--- src/rtl/rms_sample_feeder.sv ---
// rms_sample_feeder: sample FIFO plus issue sequencer in front of the RMS core.
// Samples arrive over valid/ready, are buffered, and are handed to the core one
// at a time as `a` with a one-cycle `start`, waiting for `done` between issues.
// Optional feature macro: RMS_FEED_TIMEOUT_EN (abort an issue when `done` never
// arrives within TIMEOUT cycles; sets sticky `timeout_err`).
//
// Handshake: a sample transfers on a rising edge where in_valid && in_ready;
// in_valid is ignored while in_ready is low, and in_ready is low during rst.
module rms_sample_feeder #(
   parameter int DATA_W  = 8,
   parameter int DEPTH   = 8,
   parameter int TIMEOUT = 64
) (
   input  logic                       clk,
   input  logic                       rst,
   input  logic                       in_valid,
   input  logic [DATA_W-1:0]          in_data,
   output logic                       in_ready,
   output logic [DATA_W-1:0]          a,
   output logic                       start,
   input  logic                       done,
   output logic [$clog2(DEPTH):0]     level,
   output logic                       busy,
   output logic                       timeout_err,
   output logic                       state_dbg
);

   localparam int PTR_W = $clog2(DEPTH);
   localparam int LVL_W = PTR_W + 1;

   typedef enum logic {
      S_IDLE = 1'b0,
      S_WAIT = 1'b1
   } state_t;

   // Elaboration-time parameter sanity checks.
   if ((DEPTH < 2) || ((DEPTH & (DEPTH - 1)) != 0)) begin : g_bad_depth
      $error("rms_sample_feeder: DEPTH must be a power of 2 and at least 2");
   end
   if (TIMEOUT < 1) begin : g_bad_timeout
      $error("rms_sample_feeder: TIMEOUT must be at least 1");
   end

   state_t              state_q, state_d;
   logic [DATA_W-1:0]   mem_q [DEPTH];
   logic [PTR_W-1:0]    wr_ptr_q, wr_ptr_d;
   logic [PTR_W-1:0]    rd_ptr_q, rd_ptr_d;
   logic [LVL_W-1:0]    level_q, level_d;
   logic [DATA_W-1:0]   a_q, a_d;
   logic                start_q, start_d;
   logic                busy_q, busy_d;
   logic                push;
   logic                pop;
   logic                abort;

   // No bypass: a sample must sit in the FIFO for one edge before it can issue.
   assign in_ready = !rst && (level_q != LVL_W'(DEPTH));
   assign push     = in_valid && in_ready;

`ifdef RMS_FEED_TIMEOUT_EN
   localparam int CNT_W = $clog2(TIMEOUT + 1);

   logic [CNT_W-1:0] cnt_q, cnt_d;
   logic             err_q, err_d;

   // The count reaches TIMEOUT on the edge where cnt_q holds TIMEOUT-1; a done
   // on that same edge wins and the issue completes normally.
   assign abort = (state_q == S_WAIT) && !done && (cnt_q == CNT_W'(TIMEOUT - 1));

   // Cycle counter restarted on every issue, plus the sticky error flag.
   always_comb begin
      cnt_d = cnt_q;
      err_d = err_q;
      if (pop) begin
         cnt_d = '0;
      end else if (state_q == S_WAIT) begin
         cnt_d = cnt_q + CNT_W'(1);
      end
      if (abort) begin
         err_d = 1'b1;
      end
   end

   // Timeout state registers.
   always_ff @(posedge clk) begin
      if (rst) begin
         cnt_q <= '0;
         err_q <= 1'b0;
      end else begin
         cnt_q <= cnt_d;
         err_q <= err_d;
      end
   end

   assign timeout_err = err_q;
`else
   assign abort       = 1'b0;
   assign timeout_err = 1'b0;
`endif

   // Issue sequencer and FIFO bookkeeping next-state logic.
   always_comb begin
      state_d  = state_q;
      a_d      = a_q;
      start_d  = 1'b0;
      busy_d   = busy_q;
      rd_ptr_d = rd_ptr_q;
      wr_ptr_d = wr_ptr_q;
      level_d  = level_q;
      pop      = 1'b0;

      case (state_q)
         S_IDLE: begin
            // done is deliberately ignored here.
            if (level_q != '0) begin
               pop = 1'b1;
            end
         end
         S_WAIT: begin
            if (done) begin
               if (level_q != '0) begin
                  pop = 1'b1;
               end else begin
                  state_d = S_IDLE;
                  busy_d  = 1'b0;
               end
            end else if (abort) begin
               // The in-flight sample is dropped; queued ones issue from IDLE.
               state_d = S_IDLE;
               busy_d  = 1'b0;
            end
         end
         default: begin
            state_d = S_IDLE;
         end
      endcase

      // a only changes on an issue, so it holds steady between starts.
      if (pop) begin
         a_d      = mem_q[rd_ptr_q];
         start_d  = 1'b1;
         busy_d   = 1'b1;
         state_d  = S_WAIT;
         rd_ptr_d = rd_ptr_q + PTR_W'(1);
      end

      if (push) begin
         wr_ptr_d = wr_ptr_q + PTR_W'(1);
      end

      case ({push, pop})
         2'b10:   level_d = level_q + LVL_W'(1);
         2'b01:   level_d = level_q - LVL_W'(1);
         default: level_d = level_q;
      endcase
   end

   // Control and output registers; reset flushes everything mid-operation too.
   always_ff @(posedge clk) begin
      if (rst) begin
         state_q  <= S_IDLE;
         a_q      <= '0;
         start_q  <= 1'b0;
         busy_q   <= 1'b0;
         rd_ptr_q <= '0;
         wr_ptr_q <= '0;
         level_q  <= '0;
      end else begin
         state_q  <= state_d;
         a_q      <= a_d;
         start_q  <= start_d;
         busy_q   <= busy_d;
         rd_ptr_q <= rd_ptr_d;
         wr_ptr_q <= wr_ptr_d;
         level_q  <= level_d;
      end
   end

   // FIFO storage; contents need no reset since level gates every read.
   always_ff @(posedge clk) begin
      if (push) begin
         mem_q[wr_ptr_q] <= in_data;
      end
   end

   assign a         = a_q;
   assign start     = start_q;
   assign busy      = busy_q;
   assign level     = level_q;
   assign state_dbg = (state_q == S_WAIT);

endmodule

--- config.mk ---
export PLATFORM = sky130hd
export DESIGN_NAME = rms_sample_feeder
export DESIGN_NICKNAME = d
export VERILOG_FILES = /design/src/rtl/rms_sample_feeder.sv
export SDC_FILE = /design/constraint.sdc
export NUM_CORES = 1
export LEC_CHECK = 0
export BUFFER_PORTS_ARGS = -buffer_cell sky130_fd_sc_hd__clkbuf_2
export CORE_MARGIN = 3
export CORE_UTILIZATION = 53
export CTS_CLUSTER_DIAMETER = 200
export DETAILED_ROUTE_END_ITERATION = 12
export PLACE_DENSITY = 0.82
export RECOVER_POWER = 25
export SLEW_MARGIN = 20
export SYNTH_ARGS = -nofsm -noshare
export SYNTH_HDL_FRONTEND = slang
export SYNTH_SLANG_ARGS = --single-unit
--- constraint.sdc ---
create_clock -name clk -period 2.4 [get_ports clk]
set_input_delay 0.48 -clock clk [delete_from_list [all_inputs] [get_ports clk]]
set_output_delay 0.48 -clock clk [all_outputs]
set_load 0.05 [all_outputs]
# Word level (Yosys, flattened, before mapping)
# Memory sizes are Yosys's and may differ from the RTL's. A register that Yosys moved wholly into a read port is not among the register bits.
# Index checks and enable logic that the tools add are counted.
[totals]
regBits = 13
mem_bits_rw = 64
inputBits = 12
out_inout_bits = 17
wordCells = 38
n_memories = 1
[op_classes]
addsub = 4
eq_ne = 4
muxes = 14
n_bitwise = 1
n_reduce_logical = 8
[mem_list]
columns = ["name", "depth", "width", "read_ports", "rd_clocked_by_memory_dff", "write_ports", "line_no", "text"]
rows = [
  ["mem_q", 8, 8, 1, 1, 1, "45", "logic [DATA_W-1:0] mem_q [DEPTH];"],
]
[op_table]
columns = ["op", "n"]
rows = [
  ["1-bit two-way mux", 12],
  ["4-bit one-hot mux with 2 select lines", 1],
  ["3-bit by 1-bit adder with 3-bit output (second input constant)", 2],
  ["2-bit nonzero test", 3],
  ["4-bit by 1-bit adder with 4-bit output (second input constant)", 1],
  ["4-bit inequality test (second input constant)", 1],
  ["4-bit nonzero test", 1],
  ["4-bit by 1-bit subtractor with 4-bit output (second input constant)", 1],
  ["3-bit AND reduction", 1],
  ["2-bit by 1-bit == test with 1-bit output (second input constant)", 1],
  ["2-bit == test (second input constant)", 1],
  ["1-bit logical AND", 2],
  ["2-bit inequality test (second input constant)", 1],
  ["1-bit one-hot mux with 2 select lines", 1],
  ["1-bit zero test", 1],
  ["1-bit NOT", 1],
]

# Depth between registers and ports, before layout
[depth]
depth_word = 6
mapped_depth = 11
mapped_depth_nobuf = 9

# Least setup slack after synthesis
# No wires, ideal clock.
[synth_timing]
kind = "flip-flop to flip-flop"
startpoint = "reg level_q[1], in the netlist level[1]"
endpoint = "reg level_q[3], in the netlist level[3]"
setup_time_ps = 121
t_arrival_ps = 2806
required_time_ps = 2279
path_slack_ps = -527
stages_incl_launch_ff = 9
n_path_buf = 2
period_less_slack_ps = 2927
cell_sequence = "dfxtp_1 buf_6 nor4b_1 or3b_2 buf_4 ha_1 or3_2 o32ai_1 mux2_2"
[synth_via]
elab_chain_len = 6
elab_cells_between_ends = 13
cone_classes = "2 x add/sub; 3 x eq/ne; 4 x mux; 4 x reduce/logical"
[synth_rtl]
columns = ["element", "line_no", "text"]
rows = [
  ["start: declaration", "48", "logic [LVL_W-1:0] level_q, level_d;"],
  ["start signal: assignment", "175", "level_q <= level_d;"],
  ["4-bit nonzero test", "115, 121", ""],
  ["1-bit two-way mux", "115, 121", ""],
  ["1-bit two-way mux", "120", "if (done) begin"],
  ["1-bit one-hot mux with 2 select lines", "112", "case (state_q)"],
  ["2-bit by 1-bit == test with 1-bit output or 2-bit == test (tied branches)", "151", "case ({push, pop})"],
  ["4-bit one-hot mux with 2 select lines or 2-bit nonzero test (tied branches)", "--", ""],
]
# Several ways; a longest one is shown, not always the timed one.
# A chain may end at the register's enable or synchronous reset.

# Worst setup path after layout
[layout_timing]
startpoint = "reg level_q[0], in the netlist level[0]"
endpoint = "reg level_q[2], in the netlist level[2]"
# The elaborated chain is that of the path after synthesis.

==> impl_results.md <==
- Routed Antenna Nets: 0
- Row count: 28
- Initial antenna violation count: 0
- Syn Nets: 220
- Yosys cell types: 39
- Yosys top cell area share: 0.5733
- Placed Instances: 311
- Clock slew at reported path FFs: 0.09 ns
- Most frequent cells in the layout: edfxtp_1 (64), clkbuf_2 (21), nor2_1 (20)
- Seq/Total Area, Yosys: 0.6988
- Vias in the first global route: between 1500 and 2000
- Residual DRC count: 0
- Max Fclk: 431.0 MHz
- Largest net degree at the start of global routing: 16
- CTS Buf Count: 9
- Slew @ Worst Pin: 0.5925 ns
- Crit path required time: 2.70 ns
- Mapped cell area: 3352 µm²
- Routed WL per cell: 18.74 µm
- Die W: 85.53 µm
- Hold Buf Count CTS: 0
- Syn Area/Cell: 16.51 µm²
- Critical path startpoint category: flop
- Starting Density: 0.5563
- Critical path class: flop to flop
- Leak: 1.375 nW
- Later-pin clock latency in the skew report: ~0.36 ns
- Max Slew Vio Count: 0
- P per Cell Area: 1135 nW/µm²
- Area after DPL: around 3700 µm²
- # IOs: 29
- DR vias: 1855
- GPL Wtd Cong: 0.7601
- Final Non-Filler Cells: 330
- Crit end category: flop
- Layout area overhead: 17.54%
- Ant diodes: 0
- CTS root buf: clkbuf_8
- Worst-path fanout max: 7
- Max Cap Violations: 0
- Post-synth EDFFs: 64
- Die Area: 7315 µm²
- Final period utilization: 0.9667
- Worst path arrival time: around 2.6 ns
- Clock Tree Buf Depth: 2
- Worst Skew: between 0.01 and 0.015 ns
- Core area: 6026 µm²
- First-pass GRT wire length: 9.860 mm
- DR vias/cell: 5.621
- CTS tree: yes
- GRT overflow: 0
- Most common cell after layout, fill and taps aside: edfxtp_1
- Layout cell share with drive strength beyond 1: 0.3686
- Synthesized instance count: 203
- Number of clock sinks: 85
- Worst vdd ir: 0.0007829 V
- Final setup vio count: 0
- Final hold viol count: 0
- IO buf count: 27
- Worst slew margin: 0.6044
- Dpl hpwl: ~4.0 mm
- Yosys top cell by area: edfxtp_1
- Tmin final: 2.320 ns
- Number of synthesized register bits: 85
- Filler cells: around 430
- RSZ-0062 raised after global routing: no
- DR pass1 iterations: 4
- Synth warn: 0
- Pwr Total: approximately 4.5 mW
- Worst hold margin: 0.3148 ns
- Ys async rst share: 0
- Iteration-0 DRC Markers: 152
- Finished layout cell area: 3940 µm²
- Status: finished, final reports clean
- GRT Total Usage: 0.1862
- Worst min-delay path class: primary input to flop
- Final WL: around 6 mm
- Ys flop type: edfxtp_1
- Die height: 85.53 µm
- H-tree depth: 3
- Area contributors post-synth: edfxtp_1 (57%), dfxtp_1 (13%), mux4_2 (11%)
- # nets final: 267
stage by stage:
| stage | setup slack (ns) | util | TNS [ns] |
|---|---|---|---|
| 6_report | 0.08002 | 0.6539 | 0 |
| 3_5_place_dp | 0.04002 | 0.6167 | 0 |
| 3_3_place_gp | 0.07537 | 0.6167 | 0 |
| 5_1_grt | 0.005023 | 0.6539 | 0 |
| 2_1_floorplan | -0.06104 | - | -0.1113 |
| 4_1_cts | 0.05855 | 0.6493 | 0 |
flip-flops by register name (all words and copies together), names as in the netlist:
signal / flops
level: 4
wr_ptr_q: 3
state_dbg: 1
mem_q: 64
start: 1
a: 8
busy: 1
rd_ptr_q: 3
area by class of cell:
cell class / instances / area, µm² / share of cell area
repair buffers: 45 / 275.3 / 0.06986
flip-flops and latches: 85 / 2356 / 0.5980
inverters: 3 / 11.26 / 0.002858
multi-input cells: 106 / 1007 / 0.2556
well taps: 75 / 93.84 / 0.02382
clock buffers: 9 / 123.9 / 0.03144
clock inverters: 7 / 72.57 / 0.01842
kinds of logic (layout without fill, tap and decap cells):
kind of cell / count (synthesis) / count (layout) / share of synthesized area
AND/OR/NAND/NOR: 49 / 49 / 0.07727
flip-flops: 85 / 85 / 0.6988
adder cells (fa/ha/maj): 5 / 5 / 0.01866
other: 1 / 1 / 0.001119
AO/OA/AOI/OAI: 25 / 25 / 0.04405
XOR/XNOR: 7 / 7 / 0.02053
multiplexers: 19 / 19 / 0.1168
buffers and inverters: 12 / 64 / 0.02277
worst max-delay path, cell delays in order, from the launching register on:
cell and delay (ns):
dfxtp_4 0.38, or4_4 0.54, and2_4 0.20, ha_4 0.17, xor2_1 0.16, ha_2 0.20
a21oi_2 0.04, xor2_1 0.14, or3_1 0.32, a21oi_2 0.11
what timing repair did:
action	CTS	global route
gates resized for setup	0	2
endpoints found under the setup margin	0	1
buffers inserted	0	3
Yosys cell counts (2+ instances only):
cell / count
a21oi_1: 4
buf_4: 4
buf_6: 2
clkbuf_1: 2
dfxtp_1: 21
edfxtp_1: 64
ha_1: 5
inv_1: 3
mux2i_1: 2
mux4_2: 16
nand2_1: 2
nand2b_1: 2
nand3_1: 4
nor2_1: 21
nor2b_1: 4
nor3_1: 5
nor4_1: 2
o21ai_0: 2
o21ai_1: 7
o22ai_1: 8
xnor2_1: 2
xor2_1: 4
power breakdown:
part / leakage [nW] / internal, mW / total [mW] / switching, mW
Sequential: 0.754 / 1.74 / 1.89 / 0.157
Combinational: 0.518 / 0.689 / 1.58 / 0.895
Clock: 0.103 / 0.486 / 0.996 / 0.510
layer usage:
metal,share of wire,global-route usage
met1,0.43,0.2387
met2,0.51,0.3030
met3,0.050,0.06340
met5,0,0
met4,0.015,0.05755
final timing paths:
path	from	to	slack [ns]	depth (start not counted)
worst max-delay path	level[0]	level[2]	0.08	9
worst min-delay path	done	busy	0.31	2
worst max register to register	level[0]	level[2]	0.08	9
worst min register to register	state_dbg	busy	0.46	1
(Power assumes the default switching activity.)
